===== config.mk =====
export PLATFORM = sky130hd
export DESIGN_NAME = sr_ff_cmd_scheduler
export DESIGN_NICKNAME = d
export VERILOG_FILES = /design/src/rtl/sr_sched_pkg.sv /design/src/rtl/sr_ff_cmd_scheduler_arb.sv /design/src/rtl/sr_ff_cmd_scheduler.sv
export SDC_FILE = /design/constraint.sdc
export NUM_CORES = 1
export LEC_CHECK = 0
export BUFFER_PORTS_ARGS = -buffer_cell sky130_fd_sc_hd__buf_2
export CORE_AREA = 5 5 59 61
export CTS_CLUSTER_SIZE = 8
export DETAILED_ROUTE_END_ITERATION = 7
export DIE_AREA = 0 0 64 66
export HOLD_SLACK_MARGIN = 0.03
export PLACE_DENSITY = 0.82
export SYNTH_ARGS = -nofsm -noshare
export SYNTH_HDL_FRONTEND = slang
export SYNTH_SLANG_ARGS = --single-unit

===== constraint.sdc =====
create_clock -name CLK -period 2.73 [get_ports CLK]
set_input_delay 0.1365 -clock CLK [delete_from_list [all_inputs] [get_ports CLK]]
set_output_delay 0.1365 -clock CLK [all_outputs]
set_load 0.05 [all_outputs]

===== src/rtl/sr_sched_pkg.sv =====
// Shared opcode and state encodings for the SR flip-flop command scheduler.
package sr_sched_pkg;

   localparam logic [1:0] OP_READ = 2'b00;
   localparam logic [1:0] OP_SET  = 2'b01;
   localparam logic [1:0] OP_CLR  = 2'b10;
   localparam logic [1:0] OP_TOG  = 2'b11;

   localparam logic [1:0] ST_IDLE   = 2'b00;
   localparam logic [1:0] ST_DRIVE  = 2'b01;
   localparam logic [1:0] ST_SETTLE = 2'b10;
   localparam logic [1:0] ST_DONE   = 2'b11;

   // Requester-id width; a single requester still needs one bit.
   function automatic int id_width(input int n);
      return (n > 1) ? $clog2(n) : 1;
   endfunction

endpackage


===== src/rtl/sr_ff_cmd_scheduler_arb.sv =====
// Combinational round-robin pick: first asserted req at or above ptr, with wrap.
module sr_rr_arbiter
   import sr_sched_pkg::*;
#(
   parameter int NREQ = 4,
   parameter int IDW  = 2
) (
   input  logic [NREQ-1:0] req,
   input  logic [IDW-1:0]  ptr,
   output logic [IDW-1:0]  gnt_id,
   output logic            gnt_valid
);

   always_comb begin
      int k;
      k         = 0;
      gnt_id    = '0;
      gnt_valid = 1'b0;
      for (int i = 0; i < NREQ; i++) begin
         k = int'(ptr) + i;
         if (k >= NREQ) k = k - NREQ;
         if (!gnt_valid && req[k]) begin
            gnt_valid = 1'b1;
            gnt_id    = IDW'(k);
         end
      end
   end

endmodule


===== src/rtl/sr_ff_cmd_scheduler.sv =====
// Time-shares one bank of SR flip-flops between NREQ requesters, one S or R pulse per command.
// Define SR_SCHED_TOGGLE_EN to enable opcode 11 as TOGGLE; otherwise it is rejected.
//
// state     | meaning
// ST_IDLE   | arbitrate; on a grant latch the command and precompute the S/R pulse
// ST_DRIVE  | exactly one S or R bit high (none for READ or rejected commands)
// ST_SETTLE | S/R low, bank output settles; Q_in[idx] captured into rd_data
// ST_DONE   | ack (and err if rejected) to the winner; round-robin pointer advances
module sr_ff_cmd_scheduler
   import sr_sched_pkg::*;
#(
   parameter int NREQ  = 4,
   parameter int WIDTH = 8,
   parameter int IDXW  = 3
) (
   input  logic                 CLK,
   input  logic                 RST,
   input  logic [NREQ-1:0]      req,
   input  logic [2*NREQ-1:0]    op,
   input  logic [IDXW*NREQ-1:0] idx,
   output logic [NREQ-1:0]      ack,
   output logic                 err,
   output logic                 rd_data,
   output logic                 busy,
   output logic [WIDTH-1:0]     S,
   output logic [WIDTH-1:0]     R,
   input  logic [WIDTH-1:0]     Q_in
);

   localparam int IDW = id_width(NREQ);

`ifdef SR_SCHED_TOGGLE_EN
   localparam bit TOG_EN = 1'b1;
`else
   localparam bit TOG_EN = 1'b0;
`endif

   logic [1:0]       state_q, state_d;
   logic [IDW-1:0]   rr_ptr_q, rr_ptr_d;
   logic [IDW-1:0]   win_id_q, win_id_d;
   logic [IDXW-1:0]  idx_q, idx_d;
   logic             rej_q, rej_d;
   logic [WIDTH-1:0] s_q, s_d;
   logic [WIDTH-1:0] r_q, r_d;
   logic [NREQ-1:0]  ack_q, ack_d;
   logic             err_q, err_d;
   logic             rd_data_q, rd_data_d;

   logic [IDW-1:0]   gnt_id;
   logic             gnt_valid;
   logic [1:0]       w_op;
   logic [IDXW-1:0]  w_idx;
   logic             w_in_range;
   logic             w_q;
   logic             w_rej;
   logic [WIDTH-1:0] w_bit;

   sr_rr_arbiter #(
      .NREQ (NREQ),
      .IDW  (IDW)
   ) u_arb (
      .req       (req),
      .ptr       (rr_ptr_q),
      .gnt_id    (gnt_id),
      .gnt_valid (gnt_valid)
   );

   // S/R are registered so the bank only ever sees clean single-cycle pulses.
   always_comb begin
      w_op       = op[2*gnt_id +: 2];
      w_idx      = idx[IDXW*gnt_id +: IDXW];
      w_in_range = (int'(w_idx) < WIDTH);
      w_q        = w_in_range ? Q_in[w_idx] : 1'b0;
      w_rej      = !w_in_range || ((w_op == OP_TOG) && !TOG_EN);
      w_bit      = WIDTH'(1) << w_idx;
   end

   always_comb begin
      state_d   = state_q;
      rr_ptr_d  = rr_ptr_q;
      win_id_d  = win_id_q;
      idx_d     = idx_q;
      rej_d     = rej_q;
      s_d       = '0;
      r_d       = '0;
      ack_d     = '0;
      err_d     = 1'b0;
      rd_data_d = rd_data_q;
      case (state_q)
         ST_IDLE: begin
            if (gnt_valid) begin
               state_d  = ST_DRIVE;
               win_id_d = gnt_id;
               idx_d    = w_idx;
               rej_d    = w_rej;
               if (!w_rej) begin
                  case (w_op)
                     OP_SET:  s_d = w_bit;
                     OP_CLR:  r_d = w_bit;
                     OP_TOG: begin
                        if (w_q) r_d = w_bit;
                        else     s_d = w_bit;
                     end
                     default: ;
                  endcase
               end
            end
         end
         ST_DRIVE: state_d = ST_SETTLE;
         ST_SETTLE: begin
            state_d   = ST_DONE;
            rd_data_d = (int'(idx_q) < WIDTH) ? Q_in[idx_q] : 1'b0;
            ack_d     = NREQ'(1) << win_id_q;
            err_d     = rej_q;
         end
         default: begin
            state_d  = ST_IDLE;
            rr_ptr_d = (win_id_q == IDW'(NREQ - 1)) ? '0 : win_id_q + 1'b1;
         end
      endcase
   end

   always_ff @(posedge CLK) begin
      if (RST) begin
         state_q   <= ST_IDLE;
         rr_ptr_q  <= '0;
         win_id_q  <= '0;
         idx_q     <= '0;
         rej_q     <= 1'b0;
         s_q       <= '0;
         r_q       <= '0;
         ack_q     <= '0;
         err_q     <= 1'b0;
         rd_data_q <= 1'b0;
      end else begin
         state_q   <= state_d;
         rr_ptr_q  <= rr_ptr_d;
         win_id_q  <= win_id_d;
         idx_q     <= idx_d;
         rej_q     <= rej_d;
         s_q       <= s_d;
         r_q       <= r_d;
         ack_q     <= ack_d;
         err_q     <= err_d;
         rd_data_q <= rd_data_d;
      end
   end

   assign S       = s_q;
   assign R       = r_q;
   assign ack     = ack_q;
   assign err     = err_q;
   assign rd_data = rd_data_q;
   assign busy    = (state_q != ST_IDLE);

endmodule


**After elaboration in Yosys (flattened, before gate mapping)**

Cells that the tools add are included.

- Input bits: 34
- Bits in registers: 32
- Word-level logic and storage cells: 86
- Output and inout port bits: 23

- Eq/ne operators: 7
- $add $sub $neg: 8
- Shift-type cells: 4
- Multiply operators: 1
- Mux-type cells: 29
- Reduce and logical (&&, ||, !) cells: 13
- Magnitude comparators: 9
- Bitwise logic cells: 5

Operators by type and width:

| cell | count |
|---|---|
| less-than comparator 32 x 4 -> 1 bit (second input constant) | 4 |
| two-way mux 32 bit | 4 |
| greater-or-equal comparator 32 x 4 -> 1 bit (second input constant) | 3 |
| subtractor 32 x 4 -> 32 bit (second input constant) | 3 |
| two-way mux 1 bit | 13 |
| two-way mux 2 bit | 6 |
| variable part select 12 x 5 -> 3 bit | 1 |
| OR reduction 5 bit | 2 |
| binary-select mux 1 bit (select 2 bit) | 4 |
| == test 2 bit (second input constant) | 4 |
| variable part select 8 x 4 -> 2 bit | 1 |
| left shift 1 x 3 -> 8 bit (first input constant) | 1 |
| adder 2 x 2 -> 3 bit (second input constant) | 2 |
| one-hot mux 2 bit (3 select lines) | 1 |
| inverter 1 bit | 5 |
| == test 2 x 1 -> 1 bit (second input constant) | 2 |
| less-than comparator 3 x 4 -> 1 bit (second input constant) | 1 |
| multiplier 2 x 2 -> 4 bit (first input constant) | 1 |
| left shift 1 x 2 -> 4 bit (first input constant) | 1 |
| subtractor 2 x 3 -> 4 bit (second input constant) | 1 |
| adder 2 x 1 -> 3 bit (second input constant) | 1 |
| binary-select mux 1 bit (select 3 bit) | 1 |
| greater-or-equal comparator 2 x 3 -> 1 bit (second input constant) | 1 |
| logical AND 1 bit | 3 |
| other kinds (8) | 10 |

**Logic depth before layout (Yosys ltp)**

- Word-level depth: 19
- Gate-level depth with buffers: 9
- Depth with buffers taken out: 7

**Modules after synthesis**

From an unflattened synthesis, not the netlist that was laid out.

- Cells, all modules: 131
- Area, all modules: 1325.0 µm²

By module, submodules not included:

| module | cells each | area each (µm²) | sequential area each (µm²) | instances |
|---|---|---|---|---|
| sr_ff_cmd_scheduler | 116 | 1247.4 | 640.6 | 1 |
| sr_rr_arbiter | 15 | 77.6 | 0.0 | 1 |

**Worst setup path before layout**

OpenSTA, ideal clock, no wires.

- Path type: reg2reg
- From: register rr_ptr_q[0]
- To: register r_q[3] (netlist: R[3])
- Library setup time: 61 ps
- Setup slack: 861 ps
- Clock period less this slack: 1869 ps
- Data required time: 2669 ps
- Buffers on the path: 1
- Arrival time: 1808 ps
- Stages on the path, launching flop included: 9
- Cell sequence: dfxtp_1 -> inv_1 -> a22o_1 -> a221oi_2 -> buf_6 -> mux2i_1 -> mux2_4 -> nor4b_2 -> and3_1

- Longest elaborated chain between the ends: 19
- Elaborated cells on any way between the ends: 50
- Classes of those cells: add/sub (7); mul (1); order compare (4); eq/ne (2); shift (3); mux (24); bitwise (2); reduce/logical (7)

RTL lines:

| element | line | RTL |
|---|---|---|
| start, declared | sr_ff_cmd_scheduler.sv:39 | `logic [IDW-1:0] rr_ptr_q, rr_ptr_d;` |
| start signal, assigned | sr_ff_cmd_scheduler.sv:137 | `rr_ptr_q <= rr_ptr_d;` |
| parallel branches: the longest is 19 deep, another holds subtractor 32 x 4 -> 32 bit | -- |  |
| end signal, assigned | sr_ff_cmd_scheduler.sv:142 | `r_q <= r_d;` |
| end, declared | sr_ff_cmd_scheduler.sv:44 | `logic [WIDTH-1:0] r_q, r_d;` |

Several ways; the timed one is not identified. The select of a mux whose other input is x is not followed.
A chain may end at the register's enable or synchronous reset.

**Worst setup path in the final report**

Ends and elaborated chain as after synthesis.

==> results list <==
* Outcome: finished, final reports clean
- For the worst setup path, the data arrival time is 2560 ps.
- Counting every net in the synthesized netlist gives between 150 and 200.
- MaxCap Viol Count: 0
- Cells fill between 60 and 70% of the core in the end.
- Counting every instance in the synthesized netlist gives roughly 140.
* Fraction of final layout cells sized beyond drive strength 1: ~36%
- The path class of the tightest hold or removal check is in2reg.
- Setup violations remaining at the end of the flow were counted as 0.
- For this design, the sink count on the clock tree is 32.
- Once the floorplan was initialized, standard cells occupied 48.5% of the core.
- The routed design could run at a clock period as short as 2290 ps.
- Timing would allow up to ~440 MHz.
* Die area: between 4000 and 5000 um2
* Antenna cell count: 0
- Counting both buffers and inverters, the worst setup path holds a total of 1.
- At the pin with the least slew margin, the transition time is approximately 730 ps.
- Area growth from synthesis to final layout: 24.8%
- IO Port Bufs: between 50 and 60
* Final worst-path cycle share: between 80% and 90%
- First-pass GRT wire length: around 4.7 mm
- Top delay family on crit path: compound AO/OA/AOI/OAI gates
* Count of synthesis-stage warnings from yosys: 0
* Top-area cell type share of the netlist area: a little under half
* Maximum number of pins on one net before global-route repair: 15
* Clock root cell: clkbuf_4
- Per-cell routed wire length: about 12 um
- Drt first-iter violations: 27
- The routed design has approximately 2.9 mm of wire.
- STA classifies the critical path endpoint as a flip-flop.
* Buffers inserted during post-CTS setup optimization: 0
- The H-tree generated during clock tree synthesis spans 2 levels.
* Number of enable-type register cells in the synthesized netlist: 0
- Global Route met2 Usage: around a quarter
- In the routed design, unresolved DRC markers number 0.
* Ratio of total power to cell area: approximately 750 nW/um2
- Met1 routing resource usage after global routing: 15.1%
- Count of cell instances traversed by the critical path: 6
* Worst path max stage delay: approximately 520 ps
- Netlist cell types: 34
* Async set-reset flop share out of synthesis: 0%
- Detail-routed via count per cell: 5.06
* Portion of the post-synthesis area used by sequential elements: 45.1%
- In this run the static leakage power is ~0.00085 uW.
- Final max-slew violation count: 0
* Vias in the first global route: roughly 1200
- Deepest clock path buffer count: 2
- Flip-flop cell with the highest count after synthesis: dfxtp_1
- Averaged over all synthesized cells, the footprint is approximately 10 um2.
- Net count, final: between 200 and 250
- Num rows: 20
- Area of the core: 2930 um2
- After detailed placement, the total cell area comes to ~1700 um2.
- Final Skew: approximately 5.0 ps
* DP Wirelength: approximately 2.3 mm
- Drt pass-1 iters: 4
- Data required time at the worst endpoint: about 3000 ps
- Total gr overflow: 0
* Sort of element at the start of the critical path: flip-flop
- The die is between 60 and 70 um tall.
- The detailed router placed 1189 vias in this run.
- Non-Filler Cell Area, Final: 1770 um2
- The critical path goes through inv_1 > a22o_1 > a221oi_2 > mux2i_1 > nor4b_2 > and3_1.
- Once the clock tree was built, the resizer swapped 0 gates to a different size.
- Of all nets on the critical path, the largest fanout is 6.
- The worst hold path was traced through 2 stages.
- Number of antenna violations at the first check in global routing: 0
- Synth top area cells: dfxtp_1 (45%), mux2i_1 (13%), nor2_1 (5.6%)
* Register bit total from synthesis: 32
- Max-slew headroom: 50.9%
- TritonCTS clock tree: yes
- Cell taking the most area after synthesis: dfxtp_1
* Total CTS buffers: 5
- Clock-pin slew was measured on the worst setup and hold paths at 90 ps.
* Count of hold buffers inserted by post-cts repair: 0
- The synthesized netlist occupies a cell area of ~1400 um2.
- The hold violation count in the final report came to 0.
* Unrepaired setup endpoints after global routing: no
- The setup path with the least slack is of type reg2reg.
* Post-route ant nets: 0
- Final setup TNS: 0 ps
* Cell with the largest stage delay on the worst path: a221oi_2
- GR met3 Demand/Resource: 5.95%
- Clock insertion delay at the later pin of the skew report: around 320 ps
- At the end of routability-driven placement, the weighted congestion stood at roughly 0.77.
* Top-Level Pins: 57
- The die is between 60 and 70 um wide.
- Peak VDD IR: about 440 uV
- Number of cells on the worst reg-to-reg path: 6
* Total GRT Usage: between 10% and 20%
* Highest-utilization routing layer at the global route stage: met2
==> path summary, 6_finish.rpt <==
check             slack, ps                        to                startpoint
hold reg to reg         490            err$_SDFF_PP0_        rej_q$_SDFFE_PP0P_
setup reg to reg        440           R[3]$_SDFF_PP0_  rr_ptr_q[0]$_SDFFE_PP0N_
hold / removal          150  win_id_q[1]$_SDFFE_PP0P_                       RST
setup / recovery        440           R[3]$_SDFF_PP0_  rr_ptr_q[0]$_SDFFE_PP0N_
==> synth_stat cells (all sizes together) (2+ instances only) <==
library cell,number
mux2,3
nand2,10
dfxtp,32
clkbuf,2
nor3,2
mux2i,19
nand3,2
nor2,21
and2,8
mux4,2
nand2b,3
ha,4
inv,6
buf,2
nand4b,2
o21a,2
nor4b,2
a21oi,6
and3,3
==> where the power goes <==
group | leakage, uW | internal, uW | switching (uW) | total, uW
sequential | 0.000260 | 525 | 47.9 | 573
clock | 0.0000281 | 94.6 | 141 | 235
combinational | 0.000564 | 202 | 325 | 527
total | 0.000852 | 821 | 514 | 1340
==> cells in the final DEF (no fill, tap or decap), types with 2 or more instances in the layout <==
cell type and count:
buf_2 56, dfxtp_1 32, nor2_1 21, mux2i_1 19
nand2_1 10, and2_1 8, inv_1 5, a21oi_1 5
clkbuf_4 5, ha_1 4, nand2b_1 3, and3_1 3
mux2_2 2, nand4b_1 2, nor3_1 2, o21a_1 2
nand3_1 2, nor4b_2 2, mux4_2 2
==> final cells by class <==
class	instances	area, um2
fillers	263	1160
multi-input cells	100	733
flip-flops and latches	32	641
repair buffers	57	288
clock buffers	6	41.3
well taps	33	41.3
inverters	6	22.5
clock inverters	1	5.00
==> kinds of logic (layout without fill, tap and decap cells) <==
family | count (synthesis) | count (layout) | synth area share (%)
AOI/OAI and AO/OA | 13 | 13 | 6.96
and+or+nand+nor | 59 | 59 | 21.9
buffers and inverters | 10 | 70 | 3.26
DFF | 32 | 32 | 45.1
adders and majority gates | 4 | 4 | 3.52
muxes | 24 | 24 | 19.2
==> sequential cells by signal, indices dropped and copies added, names as in the netlist <==
register  cells
rd_data       1
err           1
rr_ptr_q      2
ack           4
R             8
idx_q         3
win_id_q      2
rej_q         1
state_q       2
S             8
==> through the flow <==
stage	total power (uW)	worst slack, ps	cells	hold WS [ps]
after floorplan	998	861	142	309
after global placement	1100	514	228	447
after detailed placement	1110	481	228	470
after CTS	1340	465	235	136
after global routing	1430	248	235	161
final	1340	436	235	146
==> per-layer routing <==
layer,share of wire [%],routed length [um],up-vias
met5,0,0,-
met4,1.5,44,0
met3,10,299,5
met2,46,1340,52
met1,42,1240,524
li1,-,-,608
(Power assumes the default switching activity.)
